==> config.mk <==
export PLATFORM = sky130hd
export DESIGN_NAME = rx_control_unit
export DESIGN_NICKNAME = d
export VERILOG_FILES = /design/src/rtl/uart_rx_pkg.sv /design/src/rtl/rx_control_unit_flex_counter.sv /design/src/rtl/rx_control_unit.sv
export SDC_FILE = /design/constraint.sdc
export NUM_CORES = 1
export LEC_CHECK = 0
export CAP_MARGIN = 15
export CORE_MARGIN = 5
export CORE_UTILIZATION = 39
export DETAILED_ROUTE_END_ITERATION = 8
export HOLD_SLACK_MARGIN = 0.08
export MAX_ROUTING_LAYER = met4
export PLACE_DENSITY_LB_ADDON = 0.15
export SLEW_MARGIN = 25
export SYNTH_ARGS = -nofsm -noshare
export SYNTH_HDL_FRONTEND = slang
export SYNTH_SLANG_ARGS = --single-unit
==> constraint.sdc <==
create_clock -name clk -period 2.75 [get_ports clk]
set_input_delay 0.55 -clock clk [delete_from_list [all_inputs] [get_ports clk]]
set_output_delay 0.55 -clock clk [all_outputs]
set_load 0.01 [all_outputs]
==> src/rtl/uart_rx_pkg.sv <==
// Shared types and constants for the UART receive path.
// The control unit and its half-period counter import these.
package uart_rx_pkg;

  localparam int BP_W           = 14;
  localparam int MIN_BIT_PERIOD = 2;

  typedef enum logic [2:0] {
    IDLE       = 3'd0,
    START_WAIT = 3'd1,
    START_CHK  = 3'd2,
    RECEIVE    = 3'd3,
    STOP_CHK   = 3'd4,
    LOAD       = 3'd5
  } rcu_state_t;

endpackage

==> src/rtl/rx_control_unit_flex_counter.sv <==
// Loadable up-counter with a registered rollover flag.
// While clear is held the count is preloaded to 1, so the flag lines up with the
// final enabled cycle of a run of exactly rollover_val cycles.
module flex_counter #(
  parameter int NUM_CNT_BITS = 14
) (
  input  logic                    clk,
  input  logic                    n_rst,
  input  logic                    clear,
  input  logic                    count_enable,
  input  logic [NUM_CNT_BITS-1:0] rollover_val,
  output logic                    rollover_flag
);

  localparam logic [NUM_CNT_BITS-1:0] CNT_ONE = {{(NUM_CNT_BITS-1){1'b0}}, 1'b1};

  logic [NUM_CNT_BITS-1:0] count_r;
  logic [NUM_CNT_BITS-1:0] count_nxt_s;
  logic                    flag_r;
  logic                    flag_nxt_s;

  // Next count and next flag: clear preloads, enable advances and wraps back to 1.
  always_comb begin
    count_nxt_s = count_r;
    flag_nxt_s  = flag_r;
    if (clear) begin
      count_nxt_s = CNT_ONE;
      flag_nxt_s  = (rollover_val == CNT_ONE);
    end else if (count_enable) begin
      if (count_r == rollover_val) begin
        count_nxt_s = CNT_ONE;
      end else begin
        count_nxt_s = count_r + CNT_ONE;
      end
      flag_nxt_s = (count_nxt_s == rollover_val);
    end else begin
      count_nxt_s = count_r;
      flag_nxt_s  = flag_r;
    end
  end

  // Count and flag registers.
  always_ff @(posedge clk or negedge n_rst) begin
    if (!n_rst) begin
      count_r <= {NUM_CNT_BITS{1'b0}};
      flag_r  <= 1'b0;
    end else begin
      count_r <= count_nxt_s;
      flag_r  <= flag_nxt_s;
    end
  end

  assign rollover_flag = flag_r;

endmodule

==> src/rtl/rx_control_unit.sv <==
// Receive control unit: sequences one UART frame from start-bit validation to
// buffer load, and keeps the data-ready / overrun / framing-error status bits.
module rx_control_unit
  import uart_rx_pkg::*;
#(
  parameter int BP_W = uart_rx_pkg::BP_W
) (
  input  logic            clk,
  input  logic            n_rst,
  input  logic [BP_W-1:0] bit_period,
  input  logic            start_bit_detected,
  input  logic            serial_in,
  input  logic            packet_done,
  input  logic            stop_bit,
  input  logic            data_read,
  output logic            enable_timer,
  output logic            sbc_clear,
  output logic            load_buffer,
  output logic            data_ready,
  output logic            overrun_error,
  output logic            framing_error
);

  rcu_state_t      state_r;
  rcu_state_t      state_nxt_s;
  logic [BP_W-1:0] half_period_s;
  logic            half_done_s;
  logic            bp_ok_s;
  logic            in_start_wait_s;

  logic enable_timer_r;
  logic sbc_clear_r;
  logic load_buffer_r;
  logic data_ready_r;
  logic overrun_error_r;
  logic framing_error_r;

  assign half_period_s   = bit_period >> 1;
  assign bp_ok_s         = (bit_period >= BP_W'(MIN_BIT_PERIOD));
  assign in_start_wait_s = (state_r == START_WAIT);

  flex_counter #(
    .NUM_CNT_BITS(BP_W)
  ) u_half_cnt (
    .clk          (clk),
    .n_rst        (n_rst),
    .clear        (!in_start_wait_s),
    .count_enable (in_start_wait_s),
    .rollover_val (half_period_s),
    .rollover_flag(half_done_s)
  );

  // Next-state logic for the frame sequencer.
  always_comb begin
    state_nxt_s = state_r;
    case (state_r)
      IDLE: begin
        if (start_bit_detected && bp_ok_s) begin
          state_nxt_s = START_WAIT;
        end else begin
          state_nxt_s = IDLE;
        end
      end
      START_WAIT: begin
        if (half_done_s) begin
          state_nxt_s = START_CHK;
        end else begin
          state_nxt_s = START_WAIT;
        end
      end
      START_CHK: begin
        if (!serial_in) begin
          state_nxt_s = RECEIVE;
        end else begin
          state_nxt_s = IDLE;
        end
      end
      RECEIVE: begin
        if (packet_done) begin
          state_nxt_s = STOP_CHK;
        end else begin
          state_nxt_s = RECEIVE;
        end
      end
      STOP_CHK: begin
        if (stop_bit) begin
          state_nxt_s = LOAD;
        end else begin
          state_nxt_s = IDLE;
        end
      end
      LOAD: begin
        state_nxt_s = IDLE;
      end
      default: begin
        state_nxt_s = IDLE;
      end
    endcase
  end

  // State register; control outputs are registered from the next state so they
  // are high exactly while the state register holds the matching state.
  always_ff @(posedge clk or negedge n_rst) begin
    if (!n_rst) begin
      state_r        <= IDLE;
      enable_timer_r <= 1'b0;
      sbc_clear_r    <= 1'b0;
      load_buffer_r  <= 1'b0;
    end else begin
      state_r        <= state_nxt_s;
      enable_timer_r <= (state_nxt_s == RECEIVE);
      sbc_clear_r    <= (state_nxt_s == START_WAIT) && (state_r != START_WAIT);
      load_buffer_r  <= (state_nxt_s == LOAD);
    end
  end

  // Status flags: a load or a framing-error set takes priority over a read.
  always_ff @(posedge clk or negedge n_rst) begin
    if (!n_rst) begin
      data_ready_r    <= 1'b0;
      overrun_error_r <= 1'b0;
      framing_error_r <= 1'b0;
    end else if (state_r == LOAD) begin
      data_ready_r <= 1'b1;
      if (data_read) begin
        overrun_error_r <= 1'b0;
        framing_error_r <= 1'b0;
      end else begin
        overrun_error_r <= overrun_error_r | data_ready_r;
      end
    end else if ((state_r == STOP_CHK) && !stop_bit) begin
      framing_error_r <= 1'b1;
      if (data_read) begin
        data_ready_r    <= 1'b0;
        overrun_error_r <= 1'b0;
      end
    end else if (data_read) begin
      data_ready_r    <= 1'b0;
      overrun_error_r <= 1'b0;
      framing_error_r <= 1'b0;
    end
  end

  assign enable_timer  = enable_timer_r;
  assign sbc_clear     = sbc_clear_r;
  assign load_buffer   = load_buffer_r;
  assign data_ready    = data_ready_r;
  assign overrun_error = overrun_error_r;
  assign framing_error = framing_error_r;

endmodule

# == Word level (Yosys, flattened, before mapping) ==
# Index checks and enable logic that the tools add are counted.
# word_totals
ff_bits,24
input_bits,21
output_inout_bits,6
word_cells,47
# classes
addsub,1
n_lt_le_gt_ge,1
eq_ne,12
n_mux,17
bitwise_logic,1
reduce_logical,6
# ops
cell,count
$mux W14,3
$eq A14 B13 Y1,2
$pmux W3 S5,1
$add A14 B1 Y14 const B,1
$ge A14 B2 Y1 const B,1
$eq A13 B1 Y1 const B,1
$eq A3 B2 Y1 const B,3
$eq A3 B3 Y1 const B,3
$mux W1,9
$eq A3 B1 Y1 const B,2
$mux W3,2
$mux W2,2
$logic_and A1 B1 Y1,3
$logic_not A3 Y1,1
$ne A3 B1 Y1 const B,1
$reduce_bool A2 Y1,1
$logic_not A1 Y1,1
$or A1 B1 Y1,1

# == Logic depth before layout (Yosys ltp) ==
# Gate-level depths: netlist of the first run.
# depth
word_depth,6
depth_mapped,10
mapped_depth_nobuf,8

# == By module ==
# Synthesis of the first run repeated with hierarchy kept, for this count alone.
# hier_totals
hier_cells,233
area_unflattened_um2,1911.8
# by_module_without_submodules
mod,instances,cells_per_inst,area_per_inst_um2,seq_area_each_um2
flex_counter,1,193,1487.7,375.4
rx_control_unit,1,40,424.2,225.2

# == Worst setup path after synthesis of the first run ==
# No wires, ideal clock.
# synth_path
path_kind,input to register
startpoint,in bit_period[3]
endpoint,reg u_half_cnt.flag_r (netlist: u_half_cnt.rollover_flag)
setup_time_ns,0.068
arrival_time_ns,2.023
required_time_ns,2.682
path_slack_ns,0.659
path_stages,7
path_buffers,0
cell_sequence,xor2_1 -> nor4_1 -> nand4_1 -> and2_4 -> or3_1 -> a221oi_1 -> and4_1
# synth_between
elab_chain_len,5
elab_cells_between_ends,6
cone_classes,3 x eq/ne; 3 x mux
# synth_lines
element,line,source
"start, declared",rx_control_unit.sv:10,"input logic [BP_W-1:0] bit_period,"
$eq A14 B13 Y1,rx_control_unit_flex_counter.sv:30,if (count_r == rollover_val) begin
$mux W14,rx_control_unit_flex_counter.sv:30,
$mux W14,rx_control_unit_flex_counter.sv:26,if (clear) begin
$eq A14 B13 Y1,rx_control_unit_flex_counter.sv:35,flag_nxt_s = (count_nxt_s == rollover_val);
$mux W1 (*),rx_control_unit_flex_counter.sv:26,
via u_half_cnt.flag_nxt_s,rx_control_unit_flex_counter.sv:20,logic flag_nxt_s;
"end signal, assigned",rx_control_unit_flex_counter.sv:49,flag_r <= flag_nxt_s;
"end, declared",rx_control_unit_flex_counter.sv:19,logic flag_r;
# Mark *: on every way through the listed nets, which the timed path passes. The rest lies on a longest branch. The select of a mux whose other input is x is not followed.
# A chain may end at the register's enable or synchronous reset.

# == Final worst setup path of the first run ==
# Ends and elaborated chain as after synthesis.

==> impl_metrics.tcl, run 1 <==
set metrics [dict create \
    rsz0062_at_grt "no" \
    reg2reg_depth 7 \
    holdPathStages 1 \
    synth.net_count 187 \
    grt_pass1_vias 1462 \
    die-area_sq_um 5380 \
    synth_ff_type "dfrtp_1" \
    post-route-util_pct 53.5 \
    final-max-slew-violation-count 0 \
    p_leak_nw 0.968 \
    first_pass_iters 4 \
    dp_slack_ns -0.153 \
    maxCapViolations 0 \
    cts_buffers 3 \
    reg2reg_from "u_half_cnt.count_r[2]$_DFF_PN0_" \
    end_kind "flip-flop" \
    worstPathRequired_ns 2.96 \
    nets 237 \
    fin_ws_ns 0.151 \
    rr_endpoint "u_half_cnt.rollover_flag$_DFF_PN0_" \
    port_buffers 25 \
    dp_cells 260 \
    synth.avg_cell_area_sq_um 9.48 \
    grt_pass1_wl_um 6640 \
    vdd_ir_drop_max_mv 0.376 \
    clockRootBuffer "clkbuf_8" \
    fmax_mhz 385 \
    via_per_inst 5.33 \
    synth_top_area_share_pct 38.4 \
    initial_core_util_pct 39.7 \
    min_period_over_period_pct 94.5 \
    synth_area_leaders "dfrtp_1 38%, xor2_1 13%, nor2_1 3.8%" \
    dr_total_vias 1407 \
    arrival_ns 2.81 \
    yosysTopAreaCell "dfrtp_1" \
    synthCells 165 \
    p_per_area_nw_per_um2 613 \
    coreArea_sq_um 3940 \
    ys_seq_area_share_pct 38.4 \
    die_w_um 73.3 \
    cts_max_level 1 \
    drc 0 \
    grt_usage_pct 16.4 \
    cp_max_fo 4 \
    hp-class "reg2reg" \
    io-pin-count 27 \
    final_cells 264 \
    reg2reg_slack_ns 0.41 \
    yosysWarnings 0 \
    place.gp.congestion 0.870 \
    status "finished, final reports clean" \
    post_drt_wl_per_cell_um 14.8 \
    max_slew.worst_pin.slew_ns 0.513 \
    async_flop_share_pct 100 \
    clk_path_buf_depth 2 \
    cts_tree "yes" \
    num_antenna_cells 0 \
    clk_pin_slew_ns 0.09 \
    ys_ff_latch 24 \
    insertion_delay_ns 0.27 \
    slew_headroom_pct 65.7 \
    area_delta_synth_final_pct 34.8 \
    num_rows 23 \
    synth.distinct_cells 44 \
    start_kind "input pin" \
    skew_ns 0.00731 \
    finalCriticalPeriod_ns 2.60 \
    antenna_found_initial 0 \
    whs_endpoint "state_r[1]$_DFF_PN0_" \
    fin_total_pwr_mw 1.29 \
    hp-start "u_half_cnt.rollover_flag$_DFF_PN0_" \
    post_cts_buffers 0 \
    die_h_um 73.3 \
    dpl.hpwl_um 3160 \
    hold_ws_ns 0.483 \
    synth_top_cells_by_count "24 x dfrtp_1, 23 x xor2_1, 16 x nor2_1" \
    setup_viol 0 \
    synth_most_common_cell "dfrtp_1" \
    first_iter_violations 54 \
    hold_viol 0 \
    synth_area_sq_um 1560 \
    crit_type "in2reg" \
    grt_start_max_net_pins 25 \
    ctsHoldBuffers 0 \
    cts.sinks 24 \
    synth_edf_count 0 \
    wirelength_um 3920 \
    drive_gt1_share_pct 16.8 \
    gr-total-overflow 0 \
    ant_nets 0 \
]
==> critical path, stage by stage <==
cell	delay, ns
clkdlybuf4s50_1	0.44
xor2_1	0.17
nor4_1	0.35
nand4_1	0.24
and2_4	0.23
or3_1	0.30
a221oi_1	0.30
and4_1	0.23
==> how the worst max path moves through the flow <==
stage                             start                            endpoint  cells after the start
final                     bit_period[3]  u_half_cnt.rollover_flag$_DFF_PN0_                      8
after global routing      bit_period[3]  u_half_cnt.rollover_flag$_DFF_PN0_                      8
after CTS                 bit_period[3]  u_half_cnt.rollover_flag$_DFF_PN0_                      8
after detailed placement  bit_period[3]  u_half_cnt.rollover_flag$_DFF_PN0_                      8
after global placement    bit_period[3]  u_half_cnt.rollover_flag$_DFF_PN0_                      8
after floorplan           bit_period[3]  u_half_cnt.rollover_flag$_DFF_PN0_                      7
==> through the flow <==
stage | setup TNS, ns | area [sq um]
floorplan | 0 | 1560
global placement | -0.112 | 2030
detailed placement | -0.153 | 2030
CTS | 0 | 2100
global route | 0 | 2110
finish | 0 | 2110
==> placed cells by master (no fill, tap or decap), types with 2 or more instances in the layout <==
| master | instances |
|---|---|
| buf_4 | 26 |
| clkdlybuf4s50_1 | 25 |
| dfrtp_1 | 24 |
| xor2_1 | 23 |
| nor2_1 | 16 |
| nand2_1 | 10 |
| and3_1 | 7 |
| nand4_1 | 6 |
| nand3_1 | 6 |
| o21ai_0 | 5 |
| nor3b_1 | 4 |
| nor4_1 | 4 |
| and4_1 | 4 |
| xnor2_1 | 4 |
| inv_1 | 4 |
| a21oi_1 | 4 |
| nor2b_1 | 3 |
| and4b_1 | 3 |
| clkbuf_8 | 3 |
| nor3_1 | 2 |
| or3_1 | 2 |
| a31oi_1 | 2 |
| o22ai_1 | 2 |
| a211o_1 | 2 |
| xnor3_1 | 2 |
| a32o_1 | 2 |
==> routing by layer <==
metal | vias to the layer above | global-route usage [%] | part of all wire [%]
met3 | 4 | 2.33 | 5.2
met4 | 0 | 4.63 | 1.6
met2 | 39 | 28.4 | 49
li1 | 693 | - | -
met5 | - | - | 0
met1 | 671 | 19.8 | 44
==> where the power goes <==
part / internal, mW / total (mW) / switching (mW) / leakage, nW
Sequential: 0.402 / 0.481 / 0.0795 / 0.322
Combinational: 0.249 / 0.498 / 0.250 / 0.610
Clock: 0.195 / 0.314 / 0.119 / 0.0357
==> cell families after synthesis <==
group | synth area share (%)
and+or+nand+nor | 27.6
xor gates and xnor gates | 18.0
AOI/OAI and AO/OA | 11.6
DFF | 38.4
buffers and inverters | 3.60
adders and majority gates | 0.800
==> what timing repair did <==
item                                    CTS  global route
resized for setup                         0             2
endpoints found under the hold margin     0             0
endpoints found under the setup margin    0             1
==> state kept, by name (all words and copies together), names as in the netlist <==
name,flops
data_ready,1
enable_timer,1
framing_error,1
load_buffer,1
overrun_error,1
sbc_clear,1
state_r,3
u_half_cnt.count_r,14
u_half_cnt.rollover_flag,1
==> final cells by class <==
type	instances	area (sq um)
fillers	365	1830
multi-input cells	131	913
flip-flops and latches	24	601
repair buffers	51	445
well taps	50	62.6
clock buffers	3	41.3
clock inverters	1	30.0
inverters	4	15.0
Power figures use the tool's default switching activity.
==> run 2, diff against run 1 <==
SKIP_LAST_GASP = 1   (was default)
==> results of run 2 <==
The final DEF is identical to that of run 1; final timing and power are the same.
